$ cat src/rtl/ss_conv_if.sv
// Host/sequencer <-> conversion controller <-> ramp/edge-sampler signal bundle.
interface ss_conv_if #(
  parameter int CNT_W = 10
) ();
  logic             start;
  logic             abort;
  logic             cmp_edge;
  logic             ramp_rst;
  logic             ramp_en;
  logic             sampler_rst;
  logic             busy;
  logic [CNT_W-1:0] result;
  logic             overflow;
  logic             result_valid;
  logic             result_ready;

  // Host / test sequencer side: requests conversions and consumes results.
  modport master (
    output start, abort, cmp_edge, result_ready,
    input  ramp_rst, ramp_en, sampler_rst, busy, result, overflow, result_valid
  );

  // Controller side.
  modport slave (
    input  start, abort, cmp_edge, result_ready,
    output ramp_rst, ramp_en, sampler_rst, busy, result, overflow, result_valid
  );
endinterface

$ cat src/rtl/ss_conv_ctrl.sv
// Single-slope ADC conversion sequencer: discharge/settle, ramp with cycle
// counter, latch count on first comparator edge, hand result off via
// valid/ready.
module ss_conv_ctrl #(
  parameter int CNT_W         = 10,
  parameter int SETTLE_CYCLES = 4
) (
  input  logic     clk,
  input  logic     rst_n,
  ss_conv_if.slave bus
);

  localparam logic [1:0] IDLE   = 2'd0;
  localparam logic [1:0] SETTLE = 2'd1;
  localparam logic [1:0] RAMP   = 2'd2;
  localparam logic [1:0] HOLD   = 2'd3;

  // Last settle-counter value before the ramp is released.
  localparam logic [7:0] SETTLE_LAST = 8'(SETTLE_CYCLES - 1);

  logic [1:0]       state;
  logic [7:0]       settle_cnt;
  logic [CNT_W-1:0] cnt;
  logic [CNT_W-1:0] result_q;
  logic             overflow_q;
  logic             valid_q;

  // Counter has reached full scale; it must not advance past this value.
  function automatic logic is_saturated(input logic [CNT_W-1:0] v);
    return v == {CNT_W{1'b1}};
  endfunction

  // Sequencer state, counters and result registers.
  always_ff @(posedge clk) begin
    if (!rst_n) begin
      state      <= IDLE;
      settle_cnt <= 8'd0;
      cnt        <= '0;
      result_q   <= '0;
      overflow_q <= 1'b0;
      valid_q    <= 1'b0;
    end else begin
      case (state)
        IDLE: begin
          if (bus.start && !bus.abort) begin
            state      <= SETTLE;
            settle_cnt <= 8'd0;
          end
        end

        SETTLE: begin
          if (bus.abort) begin
            state <= IDLE;
          end else if (settle_cnt == SETTLE_LAST) begin
            state <= RAMP;
            cnt   <= '0;
          end else begin
            settle_cnt <= settle_cnt + 8'd1;
          end
        end

        RAMP: begin
          if (bus.abort) begin
            state <= IDLE;
          end else if (bus.cmp_edge) begin
            // An edge in the saturation cycle still counts as a real trip.
            result_q   <= cnt;
            overflow_q <= 1'b0;
            valid_q    <= 1'b1;
            state      <= HOLD;
          end else if (is_saturated(cnt)) begin
            result_q   <= cnt;
            overflow_q <= 1'b1;
            valid_q    <= 1'b1;
            state      <= HOLD;
          end else begin
            cnt <= cnt + 1'b1;
          end
        end

        HOLD: begin
          if (bus.abort) begin
            valid_q <= 1'b0;
            state   <= IDLE;
          end else if (bus.result_ready) begin
            valid_q <= 1'b0;
            if (bus.start) begin
              state      <= SETTLE;
              settle_cnt <= 8'd0;
            end else begin
              state <= IDLE;
            end
          end
        end

        default: state <= IDLE;
      endcase
    end
  end

  // Analog control and status are pure state decode.
  assign bus.ramp_en      = (state == RAMP);
  assign bus.ramp_rst     = (state != RAMP);
  assign bus.sampler_rst  = (state != RAMP);
  assign bus.busy         = (state == SETTLE) || (state == RAMP);
  assign bus.result       = result_q;
  assign bus.overflow     = overflow_q;
  assign bus.result_valid = valid_q;

endmodule
$ cat src/flat_wrapper.sv
// flat-port wrapper written by rule: the top's interface ports become plain ports
module ss_conv_ctrl_flat 
#(
  parameter int CNT_W         = 10,
  parameter int SETTLE_CYCLES = 4
)
  (clk, rst_n, bus_start, bus_abort, bus_cmp_edge, bus_result_ready, bus_ramp_rst, bus_ramp_en, bus_sampler_rst, bus_busy, bus_result, bus_overflow, bus_result_valid);
  ss_conv_if #(.CNT_W(CNT_W)) bus_i ();
  input  logic clk;
  input  logic rst_n;
  input wire logic [$bits(bus_i.start)-1:0] bus_start;
  input wire logic [$bits(bus_i.abort)-1:0] bus_abort;
  input wire logic [$bits(bus_i.cmp_edge)-1:0] bus_cmp_edge;
  input wire logic [$bits(bus_i.result_ready)-1:0] bus_result_ready;
  output wire logic [$bits(bus_i.ramp_rst)-1:0] bus_ramp_rst;
  output wire logic [$bits(bus_i.ramp_en)-1:0] bus_ramp_en;
  output wire logic [$bits(bus_i.sampler_rst)-1:0] bus_sampler_rst;
  output wire logic [$bits(bus_i.busy)-1:0] bus_busy;
  output wire logic [$bits(bus_i.result)-1:0] bus_result;
  output wire logic [$bits(bus_i.overflow)-1:0] bus_overflow;
  output wire logic [$bits(bus_i.result_valid)-1:0] bus_result_valid;
  assign bus_i.start = bus_start;
  assign bus_i.abort = bus_abort;
  assign bus_i.cmp_edge = bus_cmp_edge;
  assign bus_i.result_ready = bus_result_ready;
  assign bus_ramp_rst = bus_i.ramp_rst;
  assign bus_ramp_en = bus_i.ramp_en;
  assign bus_sampler_rst = bus_i.sampler_rst;
  assign bus_busy = bus_i.busy;
  assign bus_result = bus_i.result;
  assign bus_overflow = bus_i.overflow;
  assign bus_result_valid = bus_i.result_valid;
  ss_conv_ctrl #(.CNT_W(CNT_W), .SETTLE_CYCLES(SETTLE_CYCLES)) u_core (.clk(clk), .rst_n(rst_n), .bus(bus_i));
endmodule
$ cat config.mk
export PLATFORM = sky130hd
export DESIGN_NAME = ss_conv_ctrl_flat
export DESIGN_NICKNAME = d
export VERILOG_FILES = /design/src/rtl/ss_conv_if.sv /design/src/rtl/ss_conv_ctrl.sv /design/src/flat_wrapper.sv
export SDC_FILE = /design/constraint.sdc
export NUM_CORES = 1
export LEC_CHECK = 0
export BUFFER_PORTS_ARGS = -buffer_cell sky130_fd_sc_hd__buf_2
export CAP_MARGIN = 0
export CORE_MARGIN = 2
export CORE_UTILIZATION = 35
export CTS_BUF_LIST = sky130_fd_sc_hd__clkbuf_8
export DETAILED_ROUTE_END_ITERATION = 6
export PLACE_DENSITY = 0.55
export SLEW_MARGIN = 20
export SYNTH_ARGS = -nofsm -noshare
export SYNTH_HDL_FRONTEND = slang
export SYNTH_SLANG_ARGS = --single-unit
export TNS_END_PERCENT = 100
$ cat constraint.sdc
create_clock -name clk -period 2.7 [get_ports clk]
set_input_delay 0.27 -clock clk [delete_from_list [all_inputs] [get_ports clk]]
set_output_delay 0.27 -clock clk [all_outputs]
set_load 0.02 [all_outputs]
==> results.txt <==
Setup bufs post-CTS: 0
Min-Delay Endpoint: u_core.bus.overflow
Worst Path Arrival: 2.65 ns
Initial Util: 0.361
Critical Path End Type: flip-flop
WHS: 0.187 ns
Switching Fraction: 0.313
Startpoint of the worst hold path: bus_cmp_edge
CTS Buffer Depth: 2
DRC errors left: 0
Core ar.: 0.00469 mm²
Setup CP Type: reg -> reg
Routed via count: 1444
Dpl hpwl: 2.65 mm
Worst Clk Skew: 0.00583 ns
Number of max-cap violations: 0
Sequential Power Share: 0.387
Power Dens Cells: 652 mW/mm²
HP Class: in -> reg
RSZ-0062 raised after global routing: no
DRT iter0 DRCs: 36
Detailed Routing Iterations Pass 1: 4
R2R Path End: u_core.cnt[1]
# IOs: 22
Number of global-route vias before repair: 1393
Synthesized flop and latch total: 32
TritonCTS clock tree: built
Combinational power share: 0.261
Clock sinks: 32
Startpoint types: flip-flop
H-tree levels: 2
Layout cells sized above 1: 0.212
Die Span X: 73.5 µm
Slew Limit Fails: 0
Relative slew slack: 0.641
Synthesized instance count: 191
Mapped cell area: 0.00169 mm²
Cell taking the most area after synthesis: dfxtp_1
DR top layer: met4
Layout area overhead: 16.6%
Via density: 5.33
Final worst-path cycle share: 0.897
GPL Wtd Cong: 0.742
# port buffers: 21
Largest net degree at the start of global routing: 22
Average size of a mapped cell: 8.86 µm²
Die height: 73.5 µm
Std cell rows: 25
Status: finished clean
Setup TNS Final: 0 ns
M1 wire length: 1.96 mm
First-pass GRT wire length: 6.53 mm
Met2 wire length: 1.66 mm
Synth top area cells: dfxtp_1 (38%), mux2i_1 (7.1%), ha_1 (5.2%)
Least-Margin Pin Slew: 0.534 ns
Initial antenna violation count: 0
Power Internal: 0.883 mW
Seq/Total Area, Yosys: 0.379
Setup slack, reg-to-reg: 0.28 ns
GRT Overall Usage: 0.156
Req. time, crit path: 2.93 ns
Highest clock rate: 0.413 GHz
Psw: 0.402 mW
Worst Reg-to-Reg Cells: 6
Final net count: 229
Synthesized Nets: 204
Number of synthesized flops with an enable pin: 0
Metal3 WL: 137 µm
WHS Path Cells: 2
CTS buffer count: 5
Hold-fix buffer count after cts: 0
Routed length per instance: 14.0 µm
Post-synth top flop: dfxtp_1
Synth top area share: 0.379
Global route total overflow: 0
Antenna cells: 0
Antenna viol nets, final: 0
R2R Path Start: u_core.settle_cnt[0]
Final min period: 2.42 ns
WL final: 3.79 mm
FFs w/ async S/R, synth: 0
Worst Path Max Fanout: 11
Final setup violation count: 0
Post-CTS sizing: 0
YS warnings: 0
Worst vdd ir: 276 µV
Die area: 0.00541 mm²
Clk_lat worst skew: 0.29 ns
Clock Pin Slew Worst Setup and Hold Paths: 0.07 ns
Clock group share of total power: 0.352
Pleak: 0.725 nW
Synth cell types: 48
Final hold violations: 0
Clock root buffer: clkbuf_8
layout make-up:
cell class / count / area, µm²
clock buffer: 5 / 68.8
clock inverter: 3 / 38.8
fill: 490 / 2720
inverter: 9 / 33.8
multi-input combinational: 140 / 965
sequential: 32 / 641
tap: 54 / 67.6
timing repair buffer: 28 / 158
cell families (layout without fill, tap and decap cells):
logic type                 count (synthesis)  count (layout)  share of synthesized area
and+or+nand+nor                           68              68                      0.210
AOI/OAI and AO/OA                         53              53                      0.237
DFF                                       32              32                      0.379
buffers and inverters                     19              45                     0.0510
muxes                                     12              12                     0.0710
adders and majority gates                  7               7                     0.0518
critical path, cell delays in order (launching register included):
cell,delay [ns]
dfxtp_1,0.37
ha_1,0.23
or4b_4,0.49
o41a_4,0.40
a211o_1,0.45
or2_1,0.30
a21oi_2,0.13
Yosys cell counts (all sizes together) (3+ instances only):
master and number:
a31oi 3, o311ai 4, a21oi 9, o31ai 4
nand3 10, buf 4, a211oi 5, mux2i 12
nor3 4, nand2b 3, nand2 12, o211ai 4
o21ai 10, and2 3, inv 8, nor2 22
dfxtp 32, ha 7, clkbuf 6
sequential cells by signal (all words and copies together) (netlist names):
signal and flops:
u_core.bus.result_valid 1, u_core.bus.result 10, u_core.settle_cnt 8, u_core.state 2, u_core.bus.overflow 1, u_core.cnt 10
worst max path at each step:
stage | startpoint | to | slack (ns)
6_report | u_core.settle_cnt[0] | u_core.cnt[1] | 0.28
3_3_place_gp | u_core.settle_cnt[0] | u_core.cnt[1] | 0.34
5_1_grt | u_core.settle_cnt[0] | u_core.cnt[1] | 0.19
2_1_floorplan | u_core.state[0] | u_core.bus.result[0] | 0.42
3_5_place_dp | u_core.settle_cnt[0] | u_core.cnt[1] | 0.30
4_1_cts | u_core.settle_cnt[0] | u_core.cnt[1] | 0.28
power groups by stage:
stage	Clock, mW	Combinational [mW]	Sequential [mW]
finish	0.452	0.336	0.497
global route	0.486	0.372	0.499
CTS	0.468	0.339	0.498
detailed placement	0	0.337	0.509
global placement	0	0.340	0.507
floorplan	0	0.257	0.505
per-stage QoR:
step | instance area (µm²) | cells | worst slack [ns] | util | total power [mW]
3_5_place_dp | 1860 | 263 | 0.303 | 0.397 | 0.845
4_1_cts | 1970 | 271 | 0.284 | 0.420 | 1.30
5_1_grt | 1970 | 271 | 0.191 | 0.420 | 1.36
2_1_floorplan | 1690 | 191 | 0.422 | - | 0.762
3_3_place_gp | 1860 | 263 | 0.340 | 0.397 | 0.847
6_report | 1970 | 271 | 0.279 | 0.420 | 1.29
placed cells by master, fill, tap and decap left out, types with 5 or more instances in the layout:
cell type  synthesis  routed
nor2_1            22      22
clkbuf_8           0       5
inv_1              8       9
a21oi_1            8       8
ha_1               7       7
buf_4              2       7
o21ai_0            7       7
buf_2              0      21
a211oi_1           5       5
dfxtp_1           32      32
mux2i_1           12      12
nand3_1           10      10
nand2_1           11      11
metal layers:
layer  up-vias  global-route usage
met5         -                   0
met4         0              0.0424
met3         4              0.0535
met2        17               0.242
met1       675               0.206
li1        748                   -
Note: power is estimated with default switching activity, not from simulation.
